==> src/rtl/ysyx_22050612_wb_arbiter.sv <==
// Writeback arbiter: two buffered producers (ALU, LSU) share the single
// register-file write port under round-robin arbitration, with x0 writes dropped.
module ysyx_22050612_wb_arbiter #(
    parameter int unsigned ADDR_WIDTH = 5,
    parameter int unsigned DATA_WIDTH = 64
) (
    input  logic                  clk,
    input  logic                  rst_n,
    input  logic                  alu_valid,
    output logic                  alu_ready,
    input  logic [ADDR_WIDTH-1:0] alu_rd,
    input  logic [DATA_WIDTH-1:0] alu_data,
    input  logic                  lsu_valid,
    output logic                  lsu_ready,
    input  logic [ADDR_WIDTH-1:0] lsu_rd,
    input  logic [DATA_WIDTH-1:0] lsu_data,
    output logic                  wen,
    output logic [ADDR_WIDTH-1:0] waddr,
    output logic [DATA_WIDTH-1:0] wdata,
    output logic                  idle
);

    localparam int unsigned NSRC  = 2;
    localparam int unsigned DEPTH = 2;
    localparam logic        SRC_ALU = 1'b0;
    localparam logic        SRC_LSU = 1'b1;

    typedef struct packed {
        logic [ADDR_WIDTH-1:0] rd;
        logic [DATA_WIDTH-1:0] data;
    } wb_entry_t;

    logic      [NSRC-1:0] src_valid;
    wb_entry_t [NSRC-1:0] src_entry;
    logic      [NSRC-1:0] src_ready_c;
    logic      [NSRC-1:0] push;
    logic      [NSRC-1:0] pop;
    logic      [NSRC-1:0] nonempty;
    wb_entry_t [NSRC-1:0] head_s;
    wb_entry_t            head;
    logic                 last_grant;

    assign src_valid    = {lsu_valid, alu_valid};
    assign src_entry[0] = {alu_rd, alu_data};
    assign src_entry[1] = {lsu_rd, lsu_data};
    assign alu_ready    = src_ready_c[0];
    assign lsu_ready    = src_ready_c[1];

    // Per-source 2-entry FIFO; rd==0 completes the handshake without storing.
    for (genvar g = 0; g < NSRC; g++) begin : g_fifo
        wb_entry_t  mem [DEPTH];
        logic [1:0] count;
        logic       wptr;
        logic       rptr;

        assign src_ready_c[g] = rst_n && (count != 2'd2);
        assign push[g]        = src_valid[g] && src_ready_c[g] && (src_entry[g].rd != '0);
        assign nonempty[g]    = (count != 2'd0);
        assign head_s[g]      = mem[rptr];

        always_ff @(posedge clk or negedge rst_n) begin
            if (!rst_n) begin
                count <= 2'd0;
                wptr  <= 1'b0;
                rptr  <= 1'b0;
            end else begin
                count <= count + 2'(push[g]) - 2'(pop[g]);
                if (push[g]) wptr <= ~wptr;
                if (pop[g])  rptr <= ~rptr;
            end
        end

        always_ff @(posedge clk) begin
            if (push[g]) mem[wptr] <= src_entry[g];
        end
    end

    // Round-robin: on a tie the source that was not granted last wins.
    always_comb begin
        pop = '0;
        if (nonempty[SRC_ALU] && (!nonempty[SRC_LSU] || last_grant == SRC_LSU)) begin
            pop[SRC_ALU] = 1'b1;
        end else if (nonempty[SRC_LSU]) begin
            pop[SRC_LSU] = 1'b1;
        end
    end

    assign head = pop[SRC_LSU] ? head_s[SRC_LSU] : head_s[SRC_ALU];

    always_ff @(posedge clk or negedge rst_n) begin
        if (!rst_n) begin
            wen        <= 1'b0;
            waddr      <= '0;
            wdata      <= '0;
            last_grant <= SRC_LSU;
        end else begin
            wen <= |pop;
            if (|pop) begin
                waddr      <= head.rd;
                wdata      <= head.data;
                last_grant <= pop[SRC_LSU];
            end
        end
    end

    assign idle = !(|nonempty) && !wen;

endmodule
==> config.mk <==
export PLATFORM = sky130hd
export DESIGN_NAME = ysyx_22050612_wb_arbiter
export DESIGN_NICKNAME = d
export VERILOG_FILES = /design/src/rtl/ysyx_22050612_wb_arbiter.sv
export SDC_FILE = /design/constraint.sdc
export NUM_CORES = 1
export LEC_CHECK = 0
export CAP_MARGIN = 20
export CORE_MARGIN = 4
export CORE_UTILIZATION = 48
export CTS_CLUSTER_SIZE = 25
export DETAILED_ROUTE_END_ITERATION = 8
export PLACE_DENSITY = 0.75
export SYNTH_ARGS = -nofsm -noshare
export SYNTH_HDL_FRONTEND = slang
export SYNTH_SLANG_ARGS = --single-unit
==> constraint.sdc <==
create_clock -name clk -period 4.5 [get_ports clk]
set_input_delay 1.35 -clock clk [delete_from_list [all_inputs] [get_ports clk]]
set_output_delay 1.35 -clock clk [all_outputs]
set_load 0.02 [all_outputs]
* Yosys cells after proc, flatten, opt, wreduce, memory -nomap -nowiden
Memories as Yosys holds them, arrays and structs flattened.
Cells that the tools add are included.
** Word-level totals
- Flip-flop bits (word level) :: 79
- RAM bits :: 276
- Input port bits :: 142
- Output and inout bits :: 73
- Word-level logic and storage cells :: 48
- Memories :: 2
** Operators by class
- Add/sub/neg operators :: 4
- Eq/ne operators :: 2
- Mux-type cells :: 8
- Bitwise logic cells :: 4
- Reductions and logical operators :: 18
** Memories
- g_fifo[0].mem :: words 2, width 69, read ports 1, clocked after memory_dff 0, write ports 1, line 51 : wb_entry_t mem [DEPTH];
- g_fifo[1].mem :: words 2, width 69, read ports 1, clocked after memory_dff 0, write ports 1, line 51
** Operator list (count)
- $mux W69 :: 1
- $reduce_bool A5 Y1 :: 2
- $logic_and A1 B1 Y1 :: 8
- $mux W1 :: 7
- $add A2 B1 Y2 :: 2
- $ne A2 B2 Y1 const B :: 2
- $not A1 Y1 :: 4
- $reduce_bool A2 Y1 :: 2
- $reduce_or A2 Y1 :: 2
- $sub A2 B1 Y2 :: 2
- $logic_not A1 Y1 :: 3
- $logic_or A1 B1 Y1 :: 1

* Depth between registers and ports, before layout
Gate-level depths: netlist (run 1).
- Depth after elaboration :: 6
- Depth in mapped cells :: 8
- Depth with buffers taken out :: 8

* Worst setup path after synthesis (run 1)
No wires, ideal clock.
- Path kind :: input-to-reg
- From :: in rst_n
- To :: mem g_fifo[0].mem[0][0] (netlist bit), enable pin
- Library setup time :: 0.505 ns
- Arrival time :: 5.312 ns
- Required time :: 3.995 ns
- Setup slack :: -1.317 ns
- Stages on the path :: 3
- Buffers on the path :: 0
- Cells stage by stage :: a21boi_0 -> o211a_1 -> nor2b_1
** On the way
- Longest elaborated chain between the ends :: 5
** Ends and longest elaborated chain
- start: declaration :: line 8 : input logic rst_n,
- $logic_and A1 B1 Y1 :: line 56 : assign src_ready_c[g] = rst_n && (count != 2'd2);
- $logic_and A1 B1 Y1 (2 in a row) :: line 57 : assign push[g] = src_valid[g] && src_ready_c[g] && (src_entry[g].rd != '0);
- $mux W1 :: line 74 : if (push[g]) mem[wptr] <= src_entry[g];
- $mux W1 (implied by the code) :: line 74
- end: declaration :: line 51
No other way between the ends.

* Worst setup path in the final report (run 1)
- From :: in rst_n
- To :: out alu_ready
** On the way
- Longest elaborated chain between the ends :: 1
** Ends and longest elaborated chain
- $logic_and A1 B1 Y1 :: line 56
- end: declaration :: line 10 : output logic alu_ready,
No other way between the ends.

==> flow_summary.ini, run 1 <==
[outcome]
status = complete, no violations

[routing]
via_per_inst = 5.480
drtPass1Iterations = 5
drc_errors = 0
wl_per_cell_um = 21.32
wl_met3_um = 2356
highest_layer = met5
routed_wl_um = 29960
drt_iter0_drc = 552
wl_met1_um = 12120
final_antenna_net_count = 0
num_vias = 7699
wl_met2_um = 14870

[timing]
worst_pin_slew_ns = 1.095
period_needed_ns = 3.862
final.period_utilization = 0.8582
slew_headroom = 0.2698
finClkSkew_ns = 0.01464
setup_violations = 0
fin_hold_ws_ns = 0.5519
slew_viol_final = 0
timing.fmax_ghz = 0.2589
tns_ns = 0
hold_viol_final = 0
rsz0062_at_grt = false

[setup_path]
r2r-end = g_fifo[0].mem[0][7]$_DFFE_PP_
worst_path_largest_cell_delay_ns = 0.72
required_ns = 3.15
cp_max_fo = 8
worstPathArrival_ns = 2.51
reg2reg_from = g_fifo[0].count[0]$_DFF_PN0_
reg2regPathDepth = 5
r2r_setup_slack_ns = 1.60
crit_slowest_cell = clkdlybuf4s50_1
path_buf_inv = 2
critPathKind = in2out
crit_family = buffers and inverters
startpoint_type = primary input
crit_chain = buf_4, a21boi_0, clkdlybuf4s50_1
worstSetupEndpointType = primary output

[layout]
diodes = 0
ff_latch_area_um2 = 10270
multiInputGateArea_um2 = 3045
n_fill_cell = 2038
drive_above_1_share = 0.1168
areaGrowthSynthToFinish_pct = 26.74
final_nets = 1146

[floorplan]
start_util = 0.4883
die_w_um = 176.6
row_count = 61
coreArea_um2 = 27930
die_h_um = 176.6
io_pins = 215
die-area_um2 = 31180

[global_route]
grt_max_degree = 99
antenna_found_initial = 5
overflow = 0
grt_pass1_vias = 8083
grt_pass1_wl_um = 45410
grt_usage = 0.1892

[power]
finalPower_uw = 11770
peakVddDrop_uv = 422.0
p_leak_uw = 0.005974
power.density_nw_per_um2 = 680.8

[clock_network]
htree_num_levels = 2
clock_path_buffers = 3
clkLatencyLatePin_ns = 0.51
postCtsSetupBuffers = 0
ctsResizeCount = 0
numCtsBuffers = 37
clk_pin_slew_ns = 0.06
cts_hold_buf = 0
clkSinkCount = 355
cts-root-buf = clkbuf_16
cts_tree = yes

[placed_design]
gp_congestion = 0.7111
io_buffers = 214
post-dp-hpwl_um = 18450

[synthesis]
synth.avg_cell_area_um2 = 17.31
netlist_area_um2 = 13640
synth_cell_types = 34
synth_seq_cells = 355
synth.net_count = 933
yosysWarnings = 0
seq_area_frac_synth = 0.7526
synthCells = 788

[hold_path]
hp-class = reg2reg
min-delay-start = g_fifo[1].wptr$_DFFE_PN0N_
hold_path_depth = 1
whs_endpoint = g_fifo[1].wptr$_DFFE_PN0N_

[job]
drv_cap = 0
[logic make-up (layout without fill, tap and decap cells)]
group | count (synthesis) | count (layout) | synth area share
buf+inv | 56 | 295 | 0.02559
simple gates | 152 | 152 | 0.05806
flops | 355 | 355 | 0.7526
xor+xnor | 7 | 7 | 0.004495
compound gates | 146 | 146 | 0.1059
fa+ha+maj | 3 | 3 | 0.002752
mux | 69 | 69 | 0.05063
[worst reg2reg max path, delay by kind of cell (launching register included)]
family / cells / cell delay (ns)
flip-flops: 1 / 0.47
AND/OR/NAND/NOR: 1 / 0.66
AO/OA/AOI/OAI: 2 / 0.56
buffers and inverters: 2 / 0.81
[state kept, by name, summed over array words and instances (netlist names)]
register and cells:
g_fifo.count 4, waddr 5, g_fifo.wptr 2, last_grant 1, wen 1, wdata 64, g_fifo.mem 276, g_fifo.rptr 2
[cell type report]
type | instances | area share
multi-input combinational | 377 | 0.1762
inverter | 4 | 0.0008685
clock inverter | 16 | 0.009553
tap | 378 | 0.02736
sequential | 355 | 0.5943
clock buffer | 49 | 0.06094
timing repair buffer | 226 | 0.1309
[cell usage in the layout, fill, tap and decap left out, drive strengths merged]
cell type / Yosys / routed
mux2i: 69 / 69
a2111oi: 69 / 69
clkinv: 0 / 11
or4: 2 / 2
o22ai: 1 / 1
o21a: 1 / 1
clkdlybuf4s50: 0 / 213
bufinv: 0 / 3
clkbuf: 16 / 49
buf: 36 / 13
nand2b: 1 / 1
xor2: 3 / 3
dfrtp: 78 / 78
o211a: 2 / 2
a21boi: 1 / 1
o211ai: 1 / 1
nor2: 73 / 73
ha: 3 / 3
edfxtp: 276 / 276
o21ai: 2 / 2
nor4: 1 / 1
dfstp: 1 / 1
nor2b: 71 / 71
xnor2: 4 / 4
inv: 4 / 6
a211oi: 69 / 69
nor3: 1 / 1
and2: 3 / 3
[report_power, final]
| group | leakage (µW) | switching, µW | internal [µW] |
|---|---|---|---|
| Clock | 0.000606 | 1190 | 1820 |
| Sequential | 0.00344 | 603 | 4300 |
| Combinational | 0.00193 | 2140 | 1710 |
[through the flow]
stage / util / instance area [µm²] / cells / worst slack [ns]
floorplan: - / 13650 / 788 / 0.0007971
global placement: 0.5743 / 16040 / 1339 / 0.1566
detailed placement: 0.5752 / 16070 / 1340 / 0.3883
CTS: 0.6189 / 17290 / 1405 / 0.6217
global route: 0.6189 / 17290 / 1405 / 0.5272
finish: 0.6189 / 17290 / 1405 / 0.6380
[cell usage after synthesis (all sizes together)]
library cell / number / share of area
mux2i: 69 / 0.051
o21ai: 2 / 0.00073
or4: 2 / 0.0011
and2: 3 / 0.0014
a21boi: 1 / 0.00055
clkbuf: 16 / 0.0047
o211a: 2 / 0.0015
a211oi: 69 / 0.041
dfstp: 1 / 0.0019
nor2b: 71 / 0.033
o211ai: 1 / 0.00055
a2111oi: 69 / 0.060
xnor2: 4 / 0.0026
edfxtp: 276 / 0.61
inv: 4 / 0.0011
o21a: 1 / 0.0011
buf: 36 / 0.020
ha: 3 / 0.0028
nor4: 1 / 0.0016
nor2: 73 / 0.021
o22ai: 1 / 0.00046
xor2: 3 / 0.0019
dfrtp: 78 / 0.14
nor3: 1 / 0.00037
nand2b: 1 / 0.00046
[worst max-delay path by stage]
stage | to | cells after the start | startpoint
after detailed placement | g_fifo[1].mem[0][6]$_DFFE_PP_ | 6 | lsu_rd[2]
after CTS | alu_ready | 3 | rst_n
after global placement | g_fifo[1].mem[0][6]$_DFFE_PP_ | 5 | lsu_rd[2]
final | alu_ready | 3 | rst_n
after global routing | alu_ready | 3 | rst_n
after floorplan | g_fifo[0].mem[0][0]$_DFFE_PP_ | 3 | rst_n
[routing by layer]
layer	up-vias	GRT usage
li1	3518	-
met1	3858	0.2427
met2	268	0.3209
met3	45	0.05589
met4	10	0.04449
met5	-	0
Power figures use the tool's default switching activity.
==> run 2, diff against run 1 <==
Settings changed: CORE_UTILIZATION 48 to 50, CTS_BUF_LIST from default to sky130_fd_sc_hd__clkbuf_8, PLACE_DENSITY 0.75 to 0.78.
==> flow_summary.ini, run 2 (synthesis results as in run 1) <==
[outcome]
status = complete, no violations

[global_route]
grt_pass1_vias = 8131
grt_pass1_wl_um = 45180
grt_usage = 0.1896
antenna_found_initial = 4
overflow = 0
grt_max_degree = 82

[timing]
slew_headroom = 0.3097
rsz0062_at_grt = false
timing.fmax_ghz = 0.2587
fin_hold_ws_ns = 0.5516
worst_pin_slew_ns = 1.035
final.period_utilization = 0.8590
period_needed_ns = 3.865
setup_violations = 0
hold_viol_final = 0
tns_ns = 0
finalWorstSetupSlack_ns = 0.6345
finClkSkew_ns = 0.01385
slew_viol_final = 0

[setup_path]
crit_chain = buf_4, a21boi_0, clkdlybuf4s50_1
reg2reg_from = g_fifo[0].count[0]$_DFF_PN0_
crit_family = buffers and inverters
r2r-end = g_fifo[0].mem[0][25]$_DFFE_PP_
cp_max_fo = 8
startpoint_type = primary input
crit_slowest_cell = clkdlybuf4s50_1
worstPathArrival_ns = 2.52
path_buf_inv = 2
required_ns = 3.15
r2r_setup_slack_ns = 1.54
worst_path_largest_cell_delay_ns = 0.71
critPathKind = in2out
reg2regPathDepth = 5
worstSetupEndpointType = primary output

[hold_path]
hp-class = reg2reg
min-delay-start = g_fifo[1].wptr$_DFFE_PN0N_
whs_endpoint = g_fifo[1].wptr$_DFFE_PN0N_
hold_path_depth = 1

[placed_design]
placed_cells = 1302
io_buffers = 214
post-dp-hpwl_um = 18330
post-place-ws_ns = 0.3111
gp_congestion = 0.7511

[routing]
drtPass1Iterations = 5
num_vias = 7754
routed_wl_um = 28900
drc_errors = 0
via_per_inst = 5.523
wl_per_cell_um = 20.58
drt_iter0_drc = 492
final_antenna_net_count = 0

[floorplan]
die_h_um = 173.2
io_pins = 215
die_w_um = 173.2
coreArea_um2 = 26880
row_count = 60
die-area_um2 = 29990
start_util = 0.5075

[job]
drv_cap = 0

[clock_network]
htree_num_levels = 2
postCtsSetupBuffers = 0
clk_pin_slew_ns = 0.06
ctsResizeCount = 0
clkLatencyLatePin_ns = 0.56
clock_path_buffers = 3
cts_tree = yes
clkSinkCount = 355
cts_hold_buf = 0
numCtsBuffers = 54
cts-root-buf = clkbuf_8

[power]
p_leak_uw = 0.006028
peakVddDrop_uv = 399.0
power.density_nw_per_um2 = 666.2

[layout]
areaGrowthSynthToFinish_pct = 26.00
top_regs = g_fifo.mem x276, wdata x64, waddr x5
largest_register_ffs = 276
mostFrequentLayoutCell = edfxtp_1
instances_no_fill = 1404
largest_register = g_fifo.mem
final_cell_mix = 276 x edfxtp_1, 213 x clkdlybuf4s50_1, 76 x dfrtp_1, 72 x nor2_1
drive_above_1_share = 0.1365
final_nets = 1163
## run 2: cell types whose count changed in the layout (fill, tap and decap cells not counted)
cell	change
clkinv_4	-1
clkinvlp_4	+2
inv_1	+17
inv_6	-1
inv_8	-1
diode_2	+1
clkinv_1	-1
clkbuf_8	+65
clkbuf_16	-39
clkbuf_1	-6
## run 2: layout make-up
cell class,count,area (µm²)
Antenna cell,1,2.502
Clock buffer,69,949.7
Clock inverter,31,211.5
Fill cell,1945,9689
Inverter,4,15.01
Multi-Input combinational cell,377,3045
Sequential cell,355,10270
Tap cell,341,426.7
Timing Repair Buffer,226,2262
## run 2: how the worst max path moves through the flow
stage / from / endpoint / slack [ns] / cells past startpoint
detailed placement: lsu_rd[2] / g_fifo[1].mem[0][8]$_DFFE_PP_ / 0.31 / 5
CTS: rst_n / alu_ready / 0.61 / 3
global route: rst_n / alu_ready / 0.54 / 3
floorplan: rst_n / g_fifo[0].mem[0][0]$_DFFE_PP_ / 0.0008 / 3
finish: rst_n / alu_ready / 0.63 / 3
global placement: lsu_rd[2] / g_fifo[1].mem[0][8]$_DFFE_PP_ / 0.41 / 5
## run 2: stage by stage
stage	util	area, µm²	total power [µW]
floorplan	-	13650	7430
CTS	0.6384	17160	11610
global route	0.6395	17190	12090
finish	0.6395	17190	11450
global placement	0.5952	16000	8708
detailed placement	0.5952	16000	8843
## run 2: routing by layer
| metal | global-route usage | up-vias | part of all wire |
|---|---|---|---|
| met2 | 0.3084 | 253 | 0.49 |
| li1 | - | 3555 | - |
| met4 | 0.05953 | 6 | 0.025 |
| met1 | 0.2494 | 3881 | 0.41 |
| met3 | 0.05531 | 59 | 0.073 |
| met5 | 0 | - | 0.0014 |
## run 2: power by group
group,internal [µW],switching [µW],leakage (µW)
clock network,1550,1190,0.000660
registers,4310,558,0.00344
logic,1700,2140,0.00193
==> run 3, diff against run 2 <==
Settings changed: CORE_UTILIZATION 50 to 56, PLACE_DENSITY 0.78 to 0.83, SLEW_MARGIN from default to 25.
Clock period 4.5 ns to 3.7 ns, I/O delays scaled along.
==> flow_summary.ini, run 3 (synthesis results as in run 1) <==
[outcome]
status = complete, no violations

[routing]
via_per_inst = 5.695
num_vias = 7871
drtPass1Iterations = 4
wl_per_cell_um = 21.90
routed_wl_um = 30270
final_antenna_net_count = 0
drt_iter0_drc = 417
drc_errors = 0

[job]
drv_cap = 0

[setup_path]
cp-startpoint = rst_n
worstPathArrival_ns = 2.31
startpoint_type = primary input
required_ns = 2.59
critPathKind = in2out
cp_max_fo = 8
critPathCapture = alu_ready
reg2reg_from = g_fifo[0].count[0]$_DFF_PN0_
worstSetupEndpointType = primary output
r2r-end = g_fifo[0].mem[0][43]$_DFFE_PP_
r2r_setup_slack_ns = 1.18
reg2regPathDepth = 5

[timing]
slew_viol_final = 0
setup_violations = 0
period_needed_ns = 3.421
worst_pin_slew_ns = 0.9730
slew_headroom = 0.3513
hold_viol_final = 0
timing.fmax_ghz = 0.2923
final.period_utilization = 0.9247
finClkSkew_ns = 0.02561
tns_ns = 0
rsz0062_at_grt = false

[layout]
final_cell_mix = 276 x edfxtp_1, 213 x clkdlybuf4s50_1, 76 x dfrtp_1, 72 x nor2_1
mostFrequentLayoutCell = edfxtp_1
instances_no_fill = 1382
final_nets = 1166
largest_register = g_fifo.mem
n_fill_cell = 1497
drive_above_1_share = 0.1282
largest_register_ffs = 276
areaGrowthSynthToFinish_pct = 25.66
top_regs = g_fifo.mem x276, wdata x64, waddr x5

[floorplan]
die_h_um = 164.1
row_count = 56
io_pins = 215
die_w_um = 164.1
start_util = 0.5760
coreArea_um2 = 23680
die-area_um2 = 26920

[clock_network]
htree_num_levels = 2
cts-root-buf = clkbuf_8
cts_hold_buf = 0
postCtsSetupBuffers = 0
clkLatencyLatePin_ns = 0.57
cts_tree = yes
ctsResizeCount = 0
clkSinkCount = 355
clk_pin_slew_ns = 0.06
clock_path_buffers = 3
numCtsBuffers = 53

[placed_design]
gp_congestion = 0.7394
placed_cells = 1281
io_buffers = 214
post-dp-hpwl_um = 18500

[global_route]
grt_usage = 0.2242
antenna_found_initial = 4
grt_pass1_wl_um = 45910
grt_max_degree = 100
grt_pass1_vias = 8315
overflow = 0

[power]
pwr-share-seq = 0.422
clockPowerShare = 0.215
power.density_nw_per_um2 = 802.8
pwr-share-comb = 0.363
swShare = 0.3482
p_sw_uw = 4791
peakVddDrop_uv = 425.0
internal_power_uw = 8969
p_leak_uw = 0.006037

[hold_path]
hp-class = in2async
[run 3: cell types whose count changed in the layout (fill, tap and decap cells not counted), moves of 2 or more]
cell	change
inv_1	+9
buf_12	+6
buf_4	-4
clkbuf_8	-4
clkinv_2	-4
bufinv_16	-3
clkinvlp_4	-2
[run 3: critical path: stages]
cell	delay, ns
buf_4	0.14
a21boi_0	0.33
clkdlybuf4s50_1	0.72
[run 3: metrics by stage]
step / util / setup WS, ns / power [µW] / hold slack, ns / cell area, µm²
2_1_floorplan: - / 0.02533 / 9033 / 0.5083 / 13660
3_3_place_gp: 0.6767 / 0.09806 / 10620 / 0.5341 / 16030
3_5_place_dp: 0.6767 / 0.03079 / 10840 / 0.5484 / 16030
4_1_cts: 0.7194 / 0.2787 / 13830 / 0.3339 / 17040
5_1_grt: 0.7236 / 0.2108 / 14480 / 0.3337 / 17140
6_report: 0.7237 / 0.2788 / 13760 / 0.3663 / 17140
[run 3: power groups by stage]
stage / clock (µW) / combinational [µW] / sequential (µW)
after global placement: 0 / 4670 / 5950
after floorplan: 0 / 2920 / 6120
after CTS: 3030 / 4880 / 5930
final: 2960 / 4990 / 5810
after global routing: 3210 / 5370 / 5890
after detailed placement: 0 / 4850 / 5990
[run 3: final cells by class]
| type | count | area [µm²] | area share |
|---|---|---|---|
| inverter | 4 | 15.01 | 0.0008760 |
| tap | 319 | 399.1 | 0.02329 |
| antenna | 2 | 5.005 | 0.0002920 |
| sequential | 355 | 10270 | 0.5994 |
| timing repair buffer | 230 | 2391 | 0.1395 |
| multi-input combinational | 377 | 3045 | 0.1777 |
| clock buffer | 65 | 894.6 | 0.05219 |
| clock inverter | 30 | 116.4 | 0.006789 |
[run 3: worst min path at each step]
stage / from / to / slack, ns / depth (start not counted)
finish: rst_n / g_fifo[0].rptr$_DFFE_PN0P_ / 0.37 / 1
global route: rst_n / g_fifo[0].rptr$_DFFE_PN0P_ / 0.33 / 1
CTS: rst_n / g_fifo[1].count[1]$_DFF_PN0_ / 0.33 / 1
detailed placement: wdata[31]$_DFFE_PN0P_ / wdata[31]$_DFFE_PN0P_ / 0.55 / 2
global placement: g_fifo[1].wptr$_DFFE_PN0N_ / g_fifo[1].wptr$_DFFE_PN0N_ / 0.53 / 1
floorplan: g_fifo[0].wptr$_DFFE_PN0N_ / g_fifo[0].wptr$_DFFE_PN0N_ / 0.51 / 1
[run 3: metal layers]
layer,wire [µm],up-vias,global-route usage
li1,-,3564,-
met3,2334,44,0.06299
met1,12170,3956,0.2898
met2,15180,301,0.3782
met5,41,-,0
met4,538,6,0.05871
